$ cat src/rtl/hazard_ctrl.sv
// Pipeline hazard controller: decides when the D-stage instruction must be held
// because forwarding cannot cover a dependency or the multiply/divide unit is busy.
module hazard_ctrl #(
   parameter int MULT_CYCLES = 5,
   parameter int DIV_CYCLES  = 10
) (
   input  logic        clk,
   input  logic        reset,
   input  logic [4:0]  rs_D,
   input  logic [4:0]  rt_D,
   input  logic [1:0]  tuse_rs_D,
   input  logic [1:0]  tuse_rt_D,
   input  logic        md_D,
   input  logic [4:0]  A3_E,
   input  logic [1:0]  tnew_E,
   input  logic [4:0]  A3_M,
   input  logic [1:0]  tnew_M,
   input  logic        md_start_E,
   input  logic        md_div_E,
   output logic        stall_PC,
   output logic        stall_FD,
   output logic        clr_DE,
   output logic        md_busy,
   output logic        md_done,
   output logic [31:0] stall_cycles
);

   localparam int MAX_CYC = (MULT_CYCLES > DIV_CYCLES) ? MULT_CYCLES : DIV_CYCLES;
   localparam int CNT_W   = $clog2(MAX_CYC + 1);
   localparam logic [CNT_W-1:0] MULT_LOAD = CNT_W'(MULT_CYCLES);
   localparam logic [CNT_W-1:0] DIV_LOAD  = CNT_W'(DIV_CYCLES);
   localparam logic [CNT_W-1:0] CNT_ONE   = CNT_W'(1);

   logic [CNT_W-1:0] cnt;
   logic             hz_rs;
   logic             hz_rt;
   logic             hz_md;
   logic             stall;

   // A source only stalls when its result arrives later than the consumer needs it;
   // tuse = 3 can never be exceeded by a 2-bit tnew, so unused operands never stall.
   always_comb begin
      hz_rs = (rs_D != 5'd0) &&
              (((rs_D == A3_E) && (tnew_E > tuse_rs_D)) ||
               ((rs_D == A3_M) && (tnew_M > tuse_rs_D)));
      hz_rt = (rt_D != 5'd0) &&
              (((rt_D == A3_E) && (tnew_E > tuse_rt_D)) ||
               ((rt_D == A3_M) && (tnew_M > tuse_rt_D)));
      hz_md = md_D && (md_busy || md_start_E);
      stall = (hz_rs || hz_rt || hz_md) && !reset;
   end

   assign stall_PC = stall;
   assign stall_FD = stall;
   assign clr_DE   = stall;
   assign md_busy  = (cnt != '0);

   // A start while already counting cannot come from a correctly stalled pipeline; it is dropped.
   always_ff @(posedge clk or posedge reset) begin
      if (reset) begin
         cnt     <= '0;
         md_done <= 1'b0;
      end else begin
         md_done <= (cnt == CNT_ONE);
         if (md_start_E && (cnt == '0))
            cnt <= md_div_E ? DIV_LOAD : MULT_LOAD;
         else if (cnt != '0)
            cnt <= cnt - CNT_ONE;
      end
   end

   always_ff @(posedge clk or posedge reset) begin
      if (reset)
         stall_cycles <= 32'd0;
      else if (stall)
         stall_cycles <= stall_cycles + 32'd1;
   end

endmodule
$ cat config.mk
export PLATFORM = sky130hd
export DESIGN_NAME = hazard_ctrl
export DESIGN_NICKNAME = d
export VERILOG_FILES = /design/src/rtl/hazard_ctrl.sv
export SDC_FILE = /design/constraint.sdc
export NUM_CORES = 1
export LEC_CHECK = 0
export CORE_MARGIN = 2
export CORE_UTILIZATION = 41
export CTS_CLUSTER_DIAMETER = 200
export DETAILED_ROUTE_END_ITERATION = 8
export MAX_ROUTING_LAYER = met4
export PLACE_DENSITY = 0.81
export REMOVE_ABC_BUFFERS = 1
export SYNTH_ARGS = -nofsm -noshare
export SYNTH_HDL_FRONTEND = slang
export SYNTH_SLANG_ARGS = --single-unit
$ cat constraint.sdc
create_clock -name clk -period 6.6 [get_ports clk]
set_input_delay 0.99 -clock clk [delete_from_list [all_inputs] [get_ports clk]]
set_output_delay 0.99 -clock clk [all_outputs]
set_load 0.02 [all_outputs]
### Word level (Yosys, flattened, before mapping)

Cells that the tools add are included.
Widths: inputs -> output; s select.

| storage, ports and cells | value |
|---|---|
| register bits | 37 |
| bits of input ports | 33 |
| output and inout bits | 37 |

| cells by class | value |
|---|---|
| add/subtract/negate cells | 2 |
| $lt $le $gt $ge | 4 |
| eq/ne operators | 5 |
| mux-type cells | 3 |
| reductions and logical operators | 20 |

Operator list:

| cell | count |
|---|---|
| $add 32x1->32 const B | 1 |
| $eq 5x5->1 | 4 |
| $mux 4 | 3 |
| $reduce_bool 5->1 | 2 |
| $logic_and 1x1->1 | 9 |
| $gt 2x2->1 | 4 |
| $logic_or 1x1->1 | 5 |
| $eq 4x1->1 const B | 1 |
| $logic_not 4->1 | 1 |
| $reduce_bool 4->1 | 1 |
| $sub 4x1->4 const B | 1 |
| $reduce_bool 2->1 | 1 |
| $logic_not 1->1 | 1 |

### Longest topological paths before layout

| logic depth | value |
|---|---|
| word-level depth | 7 |
| mapped depth | 11 |

### Worst setup path after synthesis

Ideal clock, no wire load.

| timing | value |
|---|---|
| path kind | input-to-output |
| start | input reset |
| end | output stall_FD |
| data arrival time | 2665 ps |
| required time | 5610 ps |
| setup slack | 2945 ps |
| stages on the path | 6 |
| buffers on the path | 2 |
| cell sequence | inv_1 > o221a_2 > nor3_4 > inv_4 > buf_6 > buf_4 |

| on the way | value |
|---|---|
| longest elaborated chain between the ends | 2 |

Ends and longest elaborated chain:

| element | line | RTL |
|---|---|---|
| from (decl) | 8 | `input logic reset,` |
| $logic_not 1->1 (no line) | - |  |
| $logic_and 1x1->1 | 50 | `stall = (hz_rs \|\| hz_rt \|\| hz_md) && !reset;` |
| to (decl) | 21 | `output logic stall_FD,` |

Every way passes these cells.

### Worst setup path in the final report

| timing | value |
|---|---|
| start | input tuse_rs_D[1] |
| end | output clr_DE |

| on the way | value |
|---|---|
| longest elaborated chain between the ends | 7 |
| elaborated cells on any way between the ends | 9 |
| those cells by class | order compare (2); reduce/logical (7) |

Ends and longest elaborated chain:

| element | line | RTL |
|---|---|---|
| from (decl) | 11 | `input logic [1:0] tuse_rs_D,` |
| $gt 2x2->1, on equally long branches | 44, 45 |  |
| $logic_and 1x1->1, on equally long branches | 44, 45 |  |
| $logic_or 1x1->1 * | 44 | `(((rs_D == A3_E) && (tnew_E > tuse_rs_D)) \|\|` |
| $logic_and 1x1->1 * | 43 | `hz_rs = (rs_D != 5'd0) &&` |
| $logic_or 1x1->1 * (2 in series) | 50 |  |
| $logic_and 1x1->1 * | 50 |  |
| to (decl) | 22 | `output logic clr_DE,` |

Mark *: on every way between the ends. The rest lies on a longest branch, timed or not.

==> impl_metrics.yaml <==
final_layout:
  finalNetCount: 338
  final_cell_area_mm2: 0.00303
  fin_cells: 362
  diodes: 0
  layout-drive-gt1-share: 0.0514
  areaGrowthSynthToFinish_pct: 37.2
floorplan:
  die-area_mm2: 0.00598
  ios: 70
  initial_core_util: 0.429
  fp.dieH_um: 77.3
  core_area_mm2: 0.00514
  rows: 26
  die_w_um: 77.3
power:
  p_sw_frac: 0.338
  pwr-share-comb: 0.335
  p_switching_uw: 223
  sequentialPowerShare: 0.447
  pwr-share-clk: 0.218
  cellLeakagePower_nw: 1.26
  ir_drop_uv: 161
  internal-power_uw: 437
  power_density_mw_per_mm2: 218
clock_tree:
  ctsHoldBuffers: 0
  post_cts_buffers: 0
  clockRootBuffer: "clkbuf_8"
  cts.sinks: 37
  clockBufferDepth: 2
  cts_resized: 0
  path_clk_slew_ps: 60
  cts_buffers: 5
  insertion_delay_ps: 290
  htree_levels: 2
  cts_tree: "built"
timing:
  post-route-period-util: 0.707
  clock.fmax_ghz: 0.214
  worst_pin_slew_ps: 800
  hold_viol: 0
  setup_violations: 0
  max_slew_margin: 0.466
  period_needed_ps: 4670
  slew_violations: 0
  finalSetupTns_ps: 0
  finalClockSkew_ps: 9.77
  rsz0062_at_grt: "false"
synthesis:
  synthArstFlopShare: 1.00
  synth_compound_area_frac: 0.0545
  ys_types: 33
  netlist.area_leader.share: 0.420
  synth-simple-area-share: 0.210
  synth.area.mux_share: 0
  yosys-top-cells-count: "xnor2_1 (41), dfrtp_1 (37), nand2_1 (22)"
  seq_area_frac_synth: 0.420
  synth_area_per_cell_um2: 9.98
  syn_inst: 221
  synth_top_family_by_area: "simple AND/OR/NAND/NOR gates"
  synthAdderAreaFrac: 0.0681
  yosysTopAreaCell: "dfrtp_1"
  yosys_register_bits: 37
  synth.most_common_cell: "xnor2_1"
  synth_xor_area_frac: 0.207
  synth.area.top_cells: "dfrtp_1 (42%), xnor2_1 (16%), ha_1 (6.8%)"
  synth_edf_count: 0
  synth_ff_type: "dfrtp_1"
  yosysWarnings: 0
  netlist_area_mm2: 0.00220
global_route:
  grtUsageMet1: 0.239
  grt_usage: 0.188
  grt_pass1_vias: 1798
  grt_overflow: 0
  antenna_found_initial: 0
  grt_max_degree: 23
  grtUsageMet3: 0.0326
  grt_first_pass_wirelength_mm: 8.72
  met2_usage: 0.303
  grt_busiest_layer: "met2"
worst_setup_path:
  cpPeakStageDelay_ps: 590
  cp_num_buf_inv: 4
  critPathMaxFanout: 17
  critPathRequiredTime_ps: 5610
  end_kind: "output port"
  worst-setup-path-type: "in -> out"
  cpLargestDelayFamily: "buffers and inverters"
  crit_path_cell_trace: "clkdlybuf4s50_1 > inv_1 > ha_1 > nor2b_1 > o21ai_0 > a2111oi_0 > o221a_2 > nor3_4 > inv_4 > clkdlybuf4s50_1"
  crit_top_cell: "clkdlybuf4s50_1"
  critPathLaunchType: "input port"
  crit_slowest_cell: "clkdlybuf4s50_1"
  critical_path_arrival_ps: 3680
route:
  drt-initial-drc-count: 100
  wl_mm: 5.22
  dr.pass1.iters: 4
  avgViaCountPerCell: 5.03
  ant_nets: 0
  num_vias: 1822
  wl_per_cell_um: 14.4
  route.detailed.drc: 0
job:
  cap_violations: 0
placed_design:
  dpl-instance-area_mm2: 0.00295
  place_inst: 356
  placement.io_buffers: 69
  place_hpwl_mm: 4.07
  gp_congestion: 0.818
run_status:
  outcome: "finished, final reports clean"
min_path:
  hp-class: "reg -> reg"
cell usage in the layout, fill, tap and decap left out, types with 4 or more instances in the layout:
cell,Yosys,layout
and3_1,4,4
nand2_1,22,22
clkbuf_8,0,5
clkdlybuf4s50_1,0,69
nand3_1,11,11
nor3_1,6,6
ha_1,12,12
nor4_1,5,5
inv_1,12,12
xor2_1,11,11
a21oi_1,6,6
xnor2_1,41,41
nor2_1,9,9
nand4_1,14,14
dfrtp_1,37,37
routing by layer:
layer,part of all wire,vias to the layer above,routed length (um)
met3,0.029,10,153
met5,0,-,0
met2,0.50,41,2590
met1,0.45,866,2360
met4,0.024,0,125
li1,-,905,-
area by class of cell:
| type | count | area, um2 |
|---|---|---|
| clock buffers | 5 | 68.8 |
| flip-flops and latches | 37 | 926 |
| repair buffers | 70 | 698 |
| clock inverters | 1 | 5.00 |
| inverters | 13 | 51.3 |
| multi-input cells | 166 | 1190 |
| fillers | 450 | 2110 |
| well taps | 70 | 87.6 |
power by group through the flow:
stage / clock, mW / sequential, mW / combinational (mW)
global route: 0.155 / 0.301 / 0.243
floorplan: 0 / 0.315 / 0.105
CTS: 0.145 / 0.295 / 0.223
finish: 0.144 / 0.295 / 0.221
global placement: 0 / 0.298 / 0.214
detailed placement: 0 / 0.299 / 0.221
stage by stage:
step / utilization / setup WS, ps / hold slack, ps / power (mW)
2_1_floorplan: - / 3100 / 488 / 0.420
3_3_place_gp: 0.574 / 2030 / 461 / 0.512
3_5_place_dp: 0.574 / 1950 / 470 / 0.519
4_1_cts: 0.589 / 1950 / 479 / 0.663
5_1_grt: 0.589 / 1740 / 496 / 0.700
6_report: 0.589 / 1930 / 470 / 0.660
final timing paths:
check	start	end	slack (ps)	depth (start not counted)
max in group asynchronous	reset	stall_cycles[20]	4700	3
setup / recovery	tuse_rs_D[1]	clr_DE	1930	10
hold / removal	stall_cycles[31]	stall_cycles[31]	470	1
hold reg to reg	stall_cycles[31]	stall_cycles[31]	470	1
setup reg to reg	cnt[1]	stall_cycles[20]	4370	8
min in group asynchronous	reset	stall_cycles[0]	1150	2
registers in the layout, summed over array words and instances, names as in the netlist:
register      count
cnt               4
md_done           1
stall_cycles     32
cell families (layout without fill, tap and decap cells):
family,count (synthesis),count (layout)
buffers and inverters,18,89
XOR/XNOR,52,52
adder cells (fa/ha/maj),12,12
AND/OR/NAND/NOR,85,85
flip-flops,37,37
AO/OA/AOI/OAI,17,17
(Power assumes the default switching activity.)
==> patch 1, RTL diff (same settings) <==
The parameter `DIV_CYCLES` goes from 10 to 11.
--- a/src/rtl/hazard_ctrl.sv
+++ b/src/rtl/hazard_ctrl.sv
@@ -2,7 +2,7 @@
 // because forwarding cannot cover a dependency or the multiply/divide unit is busy.
 module hazard_ctrl #(
    parameter int MULT_CYCLES = 5,
-   parameter int DIV_CYCLES  = 10
+   parameter int DIV_CYCLES  = 11
 ) (
    input  logic        clk,
    input  logic        reset,
Function: no difference found for any inputs over 10 cycles, from zero or initial values and one cycle with reset high; that may be too few to reach the edited logic, so the function may still have changed.
==> patch 1 against the unedited design <==
- sequential cell count stayed put
- global-route usage decreased by 1.4 points
- area after synthesis is 2.2% higher
- clock power increased by 14%
- setup slack better by 0.0018 ns
- cell area increased by 2.1%
- clock skew is 0.0021 ns higher
- maximum frequency about the same
- hold slack gained 0.019 ns
- register-to-register slack hardly changed
- routed wire length is 3.4% lower
- count of clock-buffer cells in the layout is 1 higher
- total power grew 8.6%
- largest cell class unchanged
- largest power group unchanged
==> patch 1: results (changes against the unedited design) <==
- Outcome: completed
- Met2 GRT Util: 27.3% (-2.9 points)
- Vias in the first global route: 1844 (+2.6%)
- 1st-iter DRT viols: 70 (-30%)
- Clk cell area share: 3.12% (+0.68 points)
- Non-clk bufs: 71 (+1.4%)
- Crit Reg-Reg Endpoint: stall_cycles[19]$_DFFE_PP0P_
- Most frequent cells after synthesis: 37 x dfrtp_1, 27 x xor2_1, 25 x xnor2_1
- Peak supply drop: 0.197 mV (+22%)
- Multi-input combinational area share: 39.7% (+0.46 points)
- Met2 WL: 2400 um (-7.3%)
- Grt met1 use: 23.3% (-0.56 points)
- Worst Hold Endpoint: stall_cycles[15]$_DFFE_PP0P_
- Via/cell ratio: 5.07 (+0.76%)
- Pin count of the biggest net entering global routing: 33 (+43%)
- Synth Instances: 220 (-0.45%)
- Final worst slack: 1.93 ns (+0.00178 ns)
- Final instance area: 0.00309 mm2 (+2.1%)
- Metal-1 WL: 2380 um (+1.1%)
- First-pass GRT wire length: 8380 um (-3.9%)
- Worst Path Max Fanout: 24 (+7)
- Layout cells sized above 1: 5.78% (+0.65 points)
- CP peak stage delay: 0.64 ns (+0.05 ns)
- Filler cells: 451 (+0.22%)
- Slew headroom: 73.0% (+26 points)
- Register area share after synthesis: 41.1% (-0.89 points)
- Signal buf overhead: 22.9% (-0.22 points)
- Non-clock inverter count: 12 (-1)
- Area after DPL: 0.00299 mm2 (+1.4%)
- Post-Layout Cell Count: 364 (+0.55%)
- Final GP Congestion: 0.806 (-1.6%)
- P&R area growth vs syn: 37.1% (about the same)
- Leak Pwr: 1.38 nW (+9.3%)
- Grt met3 use: 3.45% (+0.19 points)
- Clk_lat worst skew: 0.29 ns (about the same)
- Post-DP HPWL: 3910 um (-4.0%)
- Psw: 0.000245 W (+10%)
- Switching share of power: 34.2% (+0.49 points)
- Worst Skew: 0.0119 ns (+0.00209 ns)
patch 1: changes by cell type after synthesis, sizes merged, moves of 3 or more:
cell / delta
xor2: +16
xnor2: -16
nand2: -5
nand4: -8
o21ai: -3
nor2: +4
patch 1: worst max path at each step:
stage / startpoint / to / cells after the start
floorplan: reset / clr_DE / 4
global placement: tuse_rs_D[1] / stall_PC / 11
detailed placement: tuse_rs_D[1] / clr_DE / 11
CTS: tuse_rs_D[1] / clr_DE / 11
global route: tuse_rs_D[1] / stall_PC / 11
finish: tuse_rs_D[1] / clr_DE / 11
patch 1: cells by family (layout without fill, tap and decap cells):
| kind of cell | Yosys count | in the layout | synth area share, % |
|---|---|---|---|
| and+or+nand+nor | 86 | 86 | 22.6 |
| xor gates and xnor gates | 52 | 52 | 20.2 |
| DFF | 37 | 37 | 41.1 |
| buffers and inverters | 17 | 91 | 4.39 |
| AOI/OAI and AO/OA | 15 | 15 | 4.56 |
| adders and majority gates | 12 | 12 | 6.67 |
| muxes | 1 | 1 | 0.500 |
==> patch 2, RTL diff (same settings) <==
Made on the original files. Register the input `md_div_E` before use. The logic sees it one clock later. The other inputs are not delayed to match.
--- a/src/rtl/hazard_ctrl.sv
+++ b/src/rtl/hazard_ctrl.sv
@@ -31,6 +31,12 @@
    localparam logic [CNT_W-1:0] DIV_LOAD  = CNT_W'(DIV_CYCLES);
    localparam logic [CNT_W-1:0] CNT_ONE   = CNT_W'(1);
 
+   logic md_div_E_q;
+
+   always_ff @(posedge clk) begin
+      md_div_E_q <= md_div_E;
+   end
+
    logic [CNT_W-1:0] cnt;
    logic             hz_rs;
    logic             hz_rt;
@@ -63,7 +69,7 @@
       end else begin
          md_done <= (cnt == CNT_ONE);
          if (md_start_E && (cnt == '0))
-            cnt <= md_div_E ? DIV_LOAD : MULT_LOAD;
+            cnt <= md_div_E_q ? DIV_LOAD : MULT_LOAD;
          else if (cnt != '0)
             cnt <= cnt - CNT_ONE;
       end
Behaviour: not the same (Yosys sat finds a counterexample within 10 cycles, from zero or initial values and one cycle with reset high).
==> patch 2 against the unedited design <==
- hold slack improved by 0.0045 ns
- total power increased by 7.8%
- die area increased by 0.86%
- setup slack got worse by 0.013 ns
- synthesized cell count increased by 0.45%
- maximum frequency decreased by 0.29%
- sequential share of layout area increased by 0.13 points
- cell area increased by 1.7%
- non-clock buffer count unchanged
- first-iteration DRC count increased by 33%
- sequential cell count increased by 1
- routed wire length decreased by 3.7%
- clock power increased by 33%
- area after synthesis increased by 0.91%
- largest cell class unchanged
- highest routed layer unchanged
==> patch 2: results (changes against the unedited design) <==
- Outcome: completed
- Synth unique cells: 34 (+3.0%)
- Filler cells: 444 (-1.3%)
- Largest registers: stall_cycles x32, cnt x4
- Post-synth ARST share: 97.4% (-2.6 points)
- Min Hold Slack: 0.474 ns (+0.00446 ns)
- Pre-CTS WS: 1.94 ns (-0.0112 ns)
- Critical Path End: stall_PC
- Top cells by area, synth: dfrtp_1 42%, xnor2_1 16%, ha_1 6.7%, xor2_1 4.3%, nand4_1 3.9%
- Peak supply drop: 0.173 mV (+7.8%)
- Register area share after synthesis: 42.5% (+0.52 points)
- DR WL/cell: 13.8 um (-4.5%)
- Vias in the first global route: 1845 (+2.6%)
- Post-DP HPWL: 4010 um (-1.4%)
- Crit path DAT: 3.69 ns (about the same)
- R2R setup slack: 4.46 ns (+0.09 ns)
- Leak Pwr: 1.28 nW (+1.7%)
- Seq area share: 30.7% (+0.13 points)
- Layout cells sized above 1: 5.08% (-0.052 points)
- Worst Skew: 0.00828 ns (-0.00149 ns)
- First-pass GRT wire length: 9000 um (+3.2%)
- Nets: 339 (+0.30%)
- Via/cell ratio: 5.09 (+1.2%)
- RR Startpoint: cnt[0]$_DFFE_PP0P_
- Seq_cells: 38 (+2.7%)
- Int Power: 0.000487 W (+11%)
- Clk cell area share: 3.46% (+1.0 points)
- Crit Reg-Reg Endpoint: stall_cycles[4]$_DFFE_PP0P_
[patch 2: changes by cell type after synthesis]
cell	delta
dfxtp_1	+1
[patch 2: routing by layer]
metal | vias to the layer above | track usage, % | wire, um
met2 | 49 | 29.5 | 2490
met4 | 0 | 6.61 | 82
met3 | 6 | 3.49 | 203
met5 | - | - | 0
li1 | 916 | - | -
met1 | 888 | 25.9 | 2250
[patch 2: through the flow]
step                      instances  cell area, um2
after floorplan                 217            2190
after global placement          357            2970
after detailed placement        357            2970
after CTS                       365            3080
after global routing            365            3080
final                           365            3080
[patch 2: power by group through the flow]
| stage | logic (W) | registers (W) | clock network (W) |
|---|---|---|---|
| detailed placement | 0.000218 | 0.000306 | 0 |
| global route | 0.000245 | 0.000310 | 0.000206 |
| finish | 0.000218 | 0.000302 | 0.000191 |
| global placement | 0.000213 | 0.000306 | 0 |
| CTS | 0.000219 | 0.000303 | 0.000195 |
| floorplan | 0.000105 | 0.000322 | 0 |
[patch 2: worst max-delay path, delay by kind of cell]
family	cells	cell delay (ns)
AO/OA/AOI/OAI	3	0.56
buffers and inverters	4	1.25
adder cells (fa/ha/maj)	1	0.31
AND/OR/NAND/NOR	2	0.57
[patch 2: cell families (layout without fill, tap and decap cells)]
group	count (synthesis)	in the layout	share of synthesized area (%)
and+or+nand+nor	85	85	20.8
xor gates and xnor gates	52	52	20.5
DFF	38	38	42.5
buffers and inverters	18	91	4.05
AOI/OAI and AO/OA	17	17	5.40
adders and majority gates	12	12	6.75
